[src/rtl/lms_delay_line_pkg.sv]
// rtl/lms_delay_line_pkg.sv - shared defaults and helpers for the LMS delay line
package lms_delay_line_pkg;

  localparam int DATA_W_DEF = 16;
  localparam int DEPTH_DEF  = 8;

  // Ceiling log2, usable in constant expressions (clog2(9) = 4).
  function automatic int clog2(input int value);
    int r;
    r = 0;
    while ((1 << r) < value) begin
      r = r + 1;
    end
    return r;
  endfunction

endpackage

[src/rtl/delay_line_cell.sv]
// rtl/delay_line_cell.sv - one enable/clear sample register of the delay line
module delay_line_cell
  import lms_delay_line_pkg::*;
#(
  parameter int DATA_W = DATA_W_DEF
) (
  input  logic              Clk,
  input  logic              Reset,
  input  logic              en_i,
  input  logic              clr_i,
  input  logic [DATA_W-1:0] d_i,
  output logic [DATA_W-1:0] q_o
);

  logic [DATA_W-1:0] q_q;

  // Sample register: clear wins over enable, async reset empties it.
  always_ff @(posedge Clk or negedge Reset) begin
    if (!Reset) begin
      q_q <= '0;
    end else if (clr_i) begin
      q_q <= '0;
    end else if (en_i) begin
      q_q <= d_i;
    end
  end

  assign q_o = q_q;

endmodule

[src/rtl/lms_delay_line.sv]
// rtl/lms_delay_line.sv - tapped delay line with runtime-selectable delay output
module lms_delay_line
  import lms_delay_line_pkg::*;
#(
  parameter  int DATA_W = DATA_W_DEF,
  parameter  int DEPTH  = DEPTH_DEF,
  localparam int SEL_W  = clog2(DEPTH + 1)
) (
  input  logic                    Clk,
  input  logic                    Reset,
  input  logic                    Enable,
  input  logic                    Clear,
  input  logic [DATA_W-1:0]       Data_in,
  input  logic [SEL_W-1:0]        Sel,
  output logic [DATA_W-1:0]       Delay_out,
  output logic [DEPTH*DATA_W-1:0] Taps,
  output logic                    Out_valid,
  output logic                    Full
);

  logic [DATA_W-1:0] tap    [DEPTH];
  logic [DATA_W-1:0] cell_d [DEPTH];
  logic              shift_en;

  assign shift_en = Enable & ~Clear;

  for (genvar k = 0; k < DEPTH; k++) begin : g_cell
    if (k == 0) begin : g_head
      assign cell_d[k] = Data_in;
    end else begin : g_chain
      assign cell_d[k] = tap[k-1];
    end

    delay_line_cell #(.DATA_W(DATA_W)) u_cell (
      .Clk   (Clk),
      .Reset (Reset),
      .en_i  (shift_en),
      .clr_i (Clear),
      .d_i   (cell_d[k]),
      .q_o   (tap[k])
    );

    assign Taps[k*DATA_W +: DATA_W] = tap[k];
  end

  logic [SEL_W-1:0]  sel_eff;
  logic [DATA_W-1:0] delay_sel;
  logic [SEL_W-1:0]  fill_sat;

  logic [SEL_W-1:0]  fill_q,  fill_d;
  logic [DATA_W-1:0] delay_q, delay_d;
  logic              valid_q, valid_d;
  logic              full_q,  full_d;

  // Clamp the requested delay into 1..DEPTH.
  always_comb begin
    sel_eff = Sel;
    if (Sel == '0) begin
      sel_eff = SEL_W'(1);
    end else if (Sel > SEL_W'(DEPTH)) begin
      sel_eff = SEL_W'(DEPTH);
    end
  end

  // Pick the pre-edge tap that becomes tap[sel_eff-1] after the shift.
  always_comb begin
    delay_sel = Data_in;
    for (int k = 0; k < DEPTH - 1; k++) begin
      if (sel_eff == SEL_W'(k + 2)) begin
        delay_sel = tap[k];
      end
    end
  end

  assign fill_sat = (fill_q == SEL_W'(DEPTH)) ? fill_q : fill_q + SEL_W'(1);

  // Next state of the output registers and fill counter.
  always_comb begin
    fill_d  = fill_q;
    delay_d = delay_q;
    valid_d = 1'b0;
    full_d  = full_q;
    if (Clear) begin
      fill_d  = '0;
      delay_d = '0;
      full_d  = 1'b0;
    end else if (Enable) begin
      fill_d  = fill_sat;
      delay_d = delay_sel;
      valid_d = (fill_sat >= sel_eff);
      full_d  = (fill_sat == SEL_W'(DEPTH));
    end
  end

  // Output and fill-count registers.
  always_ff @(posedge Clk or negedge Reset) begin
    if (!Reset) begin
      fill_q  <= '0;
      delay_q <= '0;
      valid_q <= 1'b0;
      full_q  <= 1'b0;
    end else begin
      fill_q  <= fill_d;
      delay_q <= delay_d;
      valid_q <= valid_d;
      full_q  <= full_d;
    end
  end

  assign Delay_out = delay_q;
  assign Out_valid = valid_q;
  assign Full      = full_q;

endmodule

[config.mk]
export PLATFORM = sky130hd
export DESIGN_NAME = lms_delay_line
export DESIGN_NICKNAME = d
export VERILOG_FILES = /design/src/rtl/lms_delay_line_pkg.sv /design/src/rtl/delay_line_cell.sv /design/src/rtl/lms_delay_line.sv
export SDC_FILE = /design/constraint.sdc
export NUM_CORES = 1
export LEC_CHECK = 0
export BUFFER_PORTS_ARGS = -buffer_cell sky130_fd_sc_hd__buf_2
export CAP_MARGIN = 15
export CORE_UTILIZATION = 50
export CTS_CLUSTER_DIAMETER = 120
export DETAILED_ROUTE_END_ITERATION = 8
export GPL_TIMING_DRIVEN = 0
export PLACE_DENSITY = 0.7
export SLEW_MARGIN = 40
export SYNTH_ARGS = -nofsm -noshare
export SYNTH_HDL_FRONTEND = slang
export SYNTH_HIERARCHICAL = 1
export SYNTH_SLANG_ARGS = --single-unit
[constraint.sdc]
create_clock -name Clk -period 2 [get_ports Clk]
set_input_delay 0 -clock Clk [delete_from_list [all_inputs] [get_ports Clk]]
set_output_delay 0 -clock Clk [all_outputs]
set_load 0.05 [all_outputs]
**Yosys cells after proc, flatten, opt, wreduce, memory -nomap -nowiden**

Cells that the tools add are included.

- Add/sub/neg operators: 1
- Order comparisons: 2
- Equality and inequality tests: 9
- Multiplexer cells: 34
- Bitwise gates (word level): 2
- Reductions and logical operators: 3

Operators by type and width:

| cell | number |
|---|---|
| two-way mux 16 bit | 25 |
| two-way mux 4 bit | 5 |
| == test 4 x 3 -> 1 bit (second input constant) | 4 |
| == test 4 bit (second input constant) | 3 |
| == test 4 x 2 -> 1 bit (second input constant) | 2 |
| adder 4 x 1 -> 4 bit (second input constant) | 1 |
| >= comparator 4 bit | 1 |
| > comparator 4 bit (second input constant) | 1 |
| logical NOT 4 bit | 1 |
| two-way mux 1 bit | 4 |
| nonzero test 2 bit | 2 |
| bitwise AND 1 bit | 1 |
| inverter 1 bit | 1 |

- Bits in registers: 150
- Input port bits: 24
- Output and inout port bits: 146
- Word-level logic and storage cells: 63

**Longest topological paths before layout**

- Depth in word-level cells: 13
- Mapped depth: 11
- Depth with buffers taken out: 10

**By module**

The synthesis kept the hierarchy.

Modules (own cells, without submodules):

| module | instances | cells each | area an instance (um2) | sequential area each (um2) |
|---|---|---|---|---|
| delay_line_cell | 8 | 52 | 660.6 | 400.4 |
| lms_delay_line | 1 | 322 | 2562.5 | 550.5 |

**Least setup slack after synthesis**

Ideal clock, no wire load.

- Kind: input to register
- From: in Enable
- To: reg delay_q[0] (netlist: Delay_out[0])
- Library setup time: 0.083 ns
- Data arrival time: 1.570 ns
- Required time: 1.917 ns
- Slack: 0.347 ns
- Stages: 5
- Path buffers: 1
- Cell sequence: buf_2 > nor2b_1 > nand2_1 > a221o_1 > o22ai_1

- Word-level cells in the longest chain between the ends: 1

RTL lines:

| element | line | text |
|---|---|---|
| start, declared | lms_delay_line.sv:11 | `input logic Enable,` |
| nonzero test 2 bit (no line) | n/a |  |
| end signal, assigned | lms_delay_line.sv:104 | `delay_q <= delay_d;` |
| end, declared | lms_delay_line.sv:51 | `logic [DATA_W-1:0] delay_q, delay_d;` |

Every way passes these cells.
A chain may end at the register's enable or synchronous reset.

**Final worst setup path**

- From: reg fill_q[0]
- To: reg valid_q (netlist: Out_valid)

- Word-level cells in the longest chain between the ends: 5
- Elaborated cells on any way between the ends: 6
- Those cells by class: 1 x add/sub; 1 x order compare; 1 x eq/ne; 3 x mux

RTL lines:

| element | line | text |
|---|---|---|
| start, declared | lms_delay_line.sv:50 | `logic [SEL_W-1:0] fill_q, fill_d;` |
| start signal, assigned | lms_delay_line.sv:103 | `fill_q <= fill_d;` |
| adder 4 x 1 -> 4 bit or == test 4 bit (tied branches) | lms_delay_line.sv:75 | `assign fill_sat = (fill_q == SEL_W'(DEPTH)) ? fill_q : fill_q + SEL_W'(1);` |
| two-way mux 4 bit (*) | lms_delay_line.sv:75 |  |
| >= comparator 4 bit (*) | lms_delay_line.sv:90 | `valid_d = (fill_sat >= sel_eff);` |
| two-way mux 1 bit (*) | lms_delay_line.sv:87 | `end else if (Enable) begin` |
| two-way mux 1 bit (*) | lms_delay_line.sv:83 | `if (Clear) begin` |
| via valid_d | lms_delay_line.sv:52 | `logic valid_q, valid_d;` |
| end signal, assigned | lms_delay_line.sv:105 | `valid_q <= valid_d;` |
| end, declared | lms_delay_line.sv:52 |  |

Mark *: on every way through the listed nets, which the timed path passes. The rest lies on a longest branch.

==> key figures <==
Run status
  – Outcome: finished clean

Logic synthesis
  – Cell with the most instances after synthesis: nor2_1
  – Synth Area in XOR/XNOR: 0.00558
  – EDFF count, synth: 0
  – Synth Area in Compound Gates: 0.100
  – Area contributors post-synth: dfrtp_1 (48%), mux2i_1 (19%), nor2_1 (8.0%), nor2b_1 (2.7%), a221o_1 (2.0%)
  – Post-synthesis adder-cell area fraction: 0.00957
  – Post-synthesis async set-or-reset flop share: 1.00
  – Synth Cell Area: 7850 µm²
  – Yosys top cell area share: 0.478
  – Cells after Synth: 738
  – Avg Inst Size Synth: 10.6 µm²
  – Simple-gate area share of the yosys netlist: 0.151
  – Commonest cells post-synth: nor2_1 (167), dfrtp_1 (150), mux2i_1 (146)
  – Seq/Total Area, Yosys: 0.478
  – FF+latch count, synth: 150
  – Number of distinct library cells after synthesis: 39
  – Top FF cell, synth: dfrtp_1
  – YS warnings: 6
  – Post-synthesis mux area share: 0.186
  – Synthesized Nets: 768
  – Largest family of logic cells by synthesized area: multiplexers
  – Dominant cell type by area after synthesis: dfrtp_1

Global routing
  – GRT Residual Overflow: 0
  – Met1 Use GR: 0.413
  – GR peak layer: met2
  – Met2 usage: 0.462
  – Vias in the first global route: 6432
  – GR Util met3: 0.0683
  – Antenna violations before repair: 0
  – First-pass GRT wire length: 36500 µm
  – Global Route Usage Sum: 0.299
  – Largest net degree at the start of global routing: 60

Detailed routing
  – Avg WL per Cell: 19.7 µm
  – First-pass DRT Iterations: 5
  – Routed Antenna Nets: 0
  – Initial DRC Count: 386
  – DRC viols: 0
  – Via Count: 6523
  – Via-per-instance ratio: 5.58
  – Routed WL: 23100 µm

Min path
  – Worst Hold Class: primary input to asynchronous set/reset pin

Timing
  – Final setup TNS: 0 ns
  – Setup Skew: 0.00848 ns
  – Rel. slew slack: 0.479
  – Period Utilization, post-route: 0.934
  – Worst-margin pin slew: 0.762 ns
  – Hold Fails Final Rpt: 0
  – Fmax: 535 MHz
  – Tmin final: 1.87 ns
  – Final Setup Violations: 0
  – Fin worst setup slack: 0.132 ns
  – Max Slew Vio Count: 0

Floorplan
  – Core Area: 15300 µm²
  – Row count: 45
  – Starting Density: 0.514
  – # IOs: 170
  – Chip height: 127 µm
  – Die W: 127 µm
  – Die area: 16200 µm²

Place
  – GP Congestion: 0.832
  – Number of port buffers: 169
  – Setup WS pre-CTS: -0.229 ns
  – Placed inst area: 9020 µm²
  – Post-DP HPWL: 17200 µm

Clock tree
  – Clock-pin slew of the registers on the worst-case setup and hold paths: 0.06 ns
  – Total CTS buffers: 17
  – Longest Clk Path Bufs: 2
  – H-tree Lvls: 4
  – Clock Root Buffer: clkbuf_16
  – Worst skew pair latency: 0.43 ns
  – CTS tree: yes
  – # clock sinks: 150

Final layout
  – FF+latch area: 3750 µm²
  – Share of post-route cells with drive strength above 1: 0.261
  – N_diodes: 0
  – Nets@finish: 977
  – Layout area overhead: 25.4%
  – Multi-input logic area: 3560 µm²
  – Fill count: 1283
  – Final non-filler cell area: 9840 µm²
  – Post-route core utilization: 0.645

Worst setup path
  – Crit-path max FO: 4
  – Crit path max-delay family: adder cells
  – WP depth: 10
  – FF-to-FF path depth: 10
  – Crit path capture type: register
  – Max stage delay on crit path: 0.40 ns
  – Slowest cell on crit path: dfrtp_1
  – Crit path kind: register to register
  – Critical path data arrival time: 2.17 ns
  – CP Launch Type: register
  – Worst path buffer plus inverter count: 2
  – CP Data Required Time: 2.31 ns
  – Critical Path, Cell by Cell: inv_1 -> ha_1 -> nand2_1 -> nor2_1 -> xnor2_1 -> ha_1 -> inv_1 -> a21boi_0 -> o21ai_1 -> a21oi_1

Pwr
  – Peak VDD IR: 0.000710 V
  – NetSw: 1.91 mW
  – Power Density: 767 nW/µm²
  – Comb power frac: 0.127
  – Share of total power in sequential cells: 0.414
  – Clock power share: 0.458
  – Leak: 4.88 nW
  – Pint: 5.64 mW
  – Sw Share: 0.254

Job
  – Max-capacitance violation count: 0
==> cells by family after synthesis <==
group | count (synthesis)
adders and majority gates | 6
buffers and inverters | 79
DFF | 150
and+or+nand+nor | 250
xor gates and xnor gates | 5
muxes | 146
AOI/OAI and AO/OA | 102
==> through the flow <==
stage	hold WS (ns)	std cells	total power, mW
floorplan	-0.296	738	3.79
global placement	0.277	1118	4.08
detailed placement	-0.0754	1120	4.10
CTS	0.0761	1168	7.55
global route	0.0871	1170	7.77
finish	0.0676	1170	7.55
==> power by group through the flow <==
stage	sequential [mW]	combinational, mW	clock [mW]
global route	3.13	1.03	3.61
detailed placement	3.18	0.922	0
CTS	3.12	0.952	3.48
floorplan	3.31	0.484	0
finish	3.13	0.962	3.46
global placement	3.18	0.900	0
==> final timing paths <==
path | startpoint | end | slack [ns]
max | fill_q[0]$_DFFE_PN0P_ | Out_valid$_DFF_PN0_ | 0.13
min | Reset | g_cell[7].u_cell/q_o[13]$_DFFE_PN0P_ | 0.07
max reg2reg | fill_q[0]$_DFFE_PN0P_ | Out_valid$_DFF_PN0_ | 0.13
min reg2reg | g_cell[7].u_cell/q_o[8]$_DFFE_PN0P_ | g_cell[7].u_cell/q_o[8]$_DFFE_PN0P_ | 0.51
max in group asynchronous | Reset | Delay_out[4]$_DFFE_PN0P_ | 1.32
min in group Clk | Enable | Full$_DFFE_PN0P_ | 0.10
==> layout make-up <==
class	count	share of cell area
inverters	15	0.00572
flip-flops and latches	150	0.381
plain buffers	64	0.0492
clock buffers	23	0.0496
clock inverters	8	0.0147
well taps	211	0.0268
repair buffers	190	0.111
multi-input cells	509	0.361
==> layer usage <==
layer  vias up  wire [µm]
met5         -          0
li1       3011          -
met3        45       1380
met4         0        524
met1      3230      10500
met2       237      10600
==> flip-flops by register name, summed over array words and instances, names as in the netlist <==
register / flops
Delay_out: 16
Full: 1
Out_valid: 1
fill_q: 4
g_cell.u_cell/q_o: 128
==> cell usage in the layout (no fill, tap or decap), types with 10 or more instances in the layout <==
| cell | netlist | final |
|---|---|---|
| or3b_1 | 11 | 11 |
| buf_2 | 19 | 187 |
| o22ai_1 | 10 | 10 |
| a221o_1 | 16 | 16 |
| clkbuf_16 | 0 | 17 |
| a211oi_1 | 16 | 16 |
| nor2_1 | 167 | 167 |
| nor2b_1 | 34 | 33 |
| inv_1 | 15 | 15 |
| a21oi_1 | 11 | 11 |
| a31oi_1 | 10 | 10 |
| mux2i_1 | 146 | 146 |
| buf_1 | 14 | 14 |
| buf_6 | 11 | 11 |
| o21ai_0 | 15 | 14 |
| nor3b_1 | 11 | 11 |
| clkbuf_1 | 10 | 12 |
| dfrtp_1 | 150 | 150 |
| dlygate4sd3_1 | 0 | 17 |
| o32a_1 | 10 | 10 |
==> what timing repair did <==
| action | CTS | global route |
|---|---|---|
| setup buffers | 0 | 2 |
| hold buffers | 17 | 0 |
| hold endpoints to repair | 171 | 0 |
| gates resized for setup | 0 | 1 |
| setup endpoints to repair | 0 | 1 |
Power figures use the tool's default switching activity.
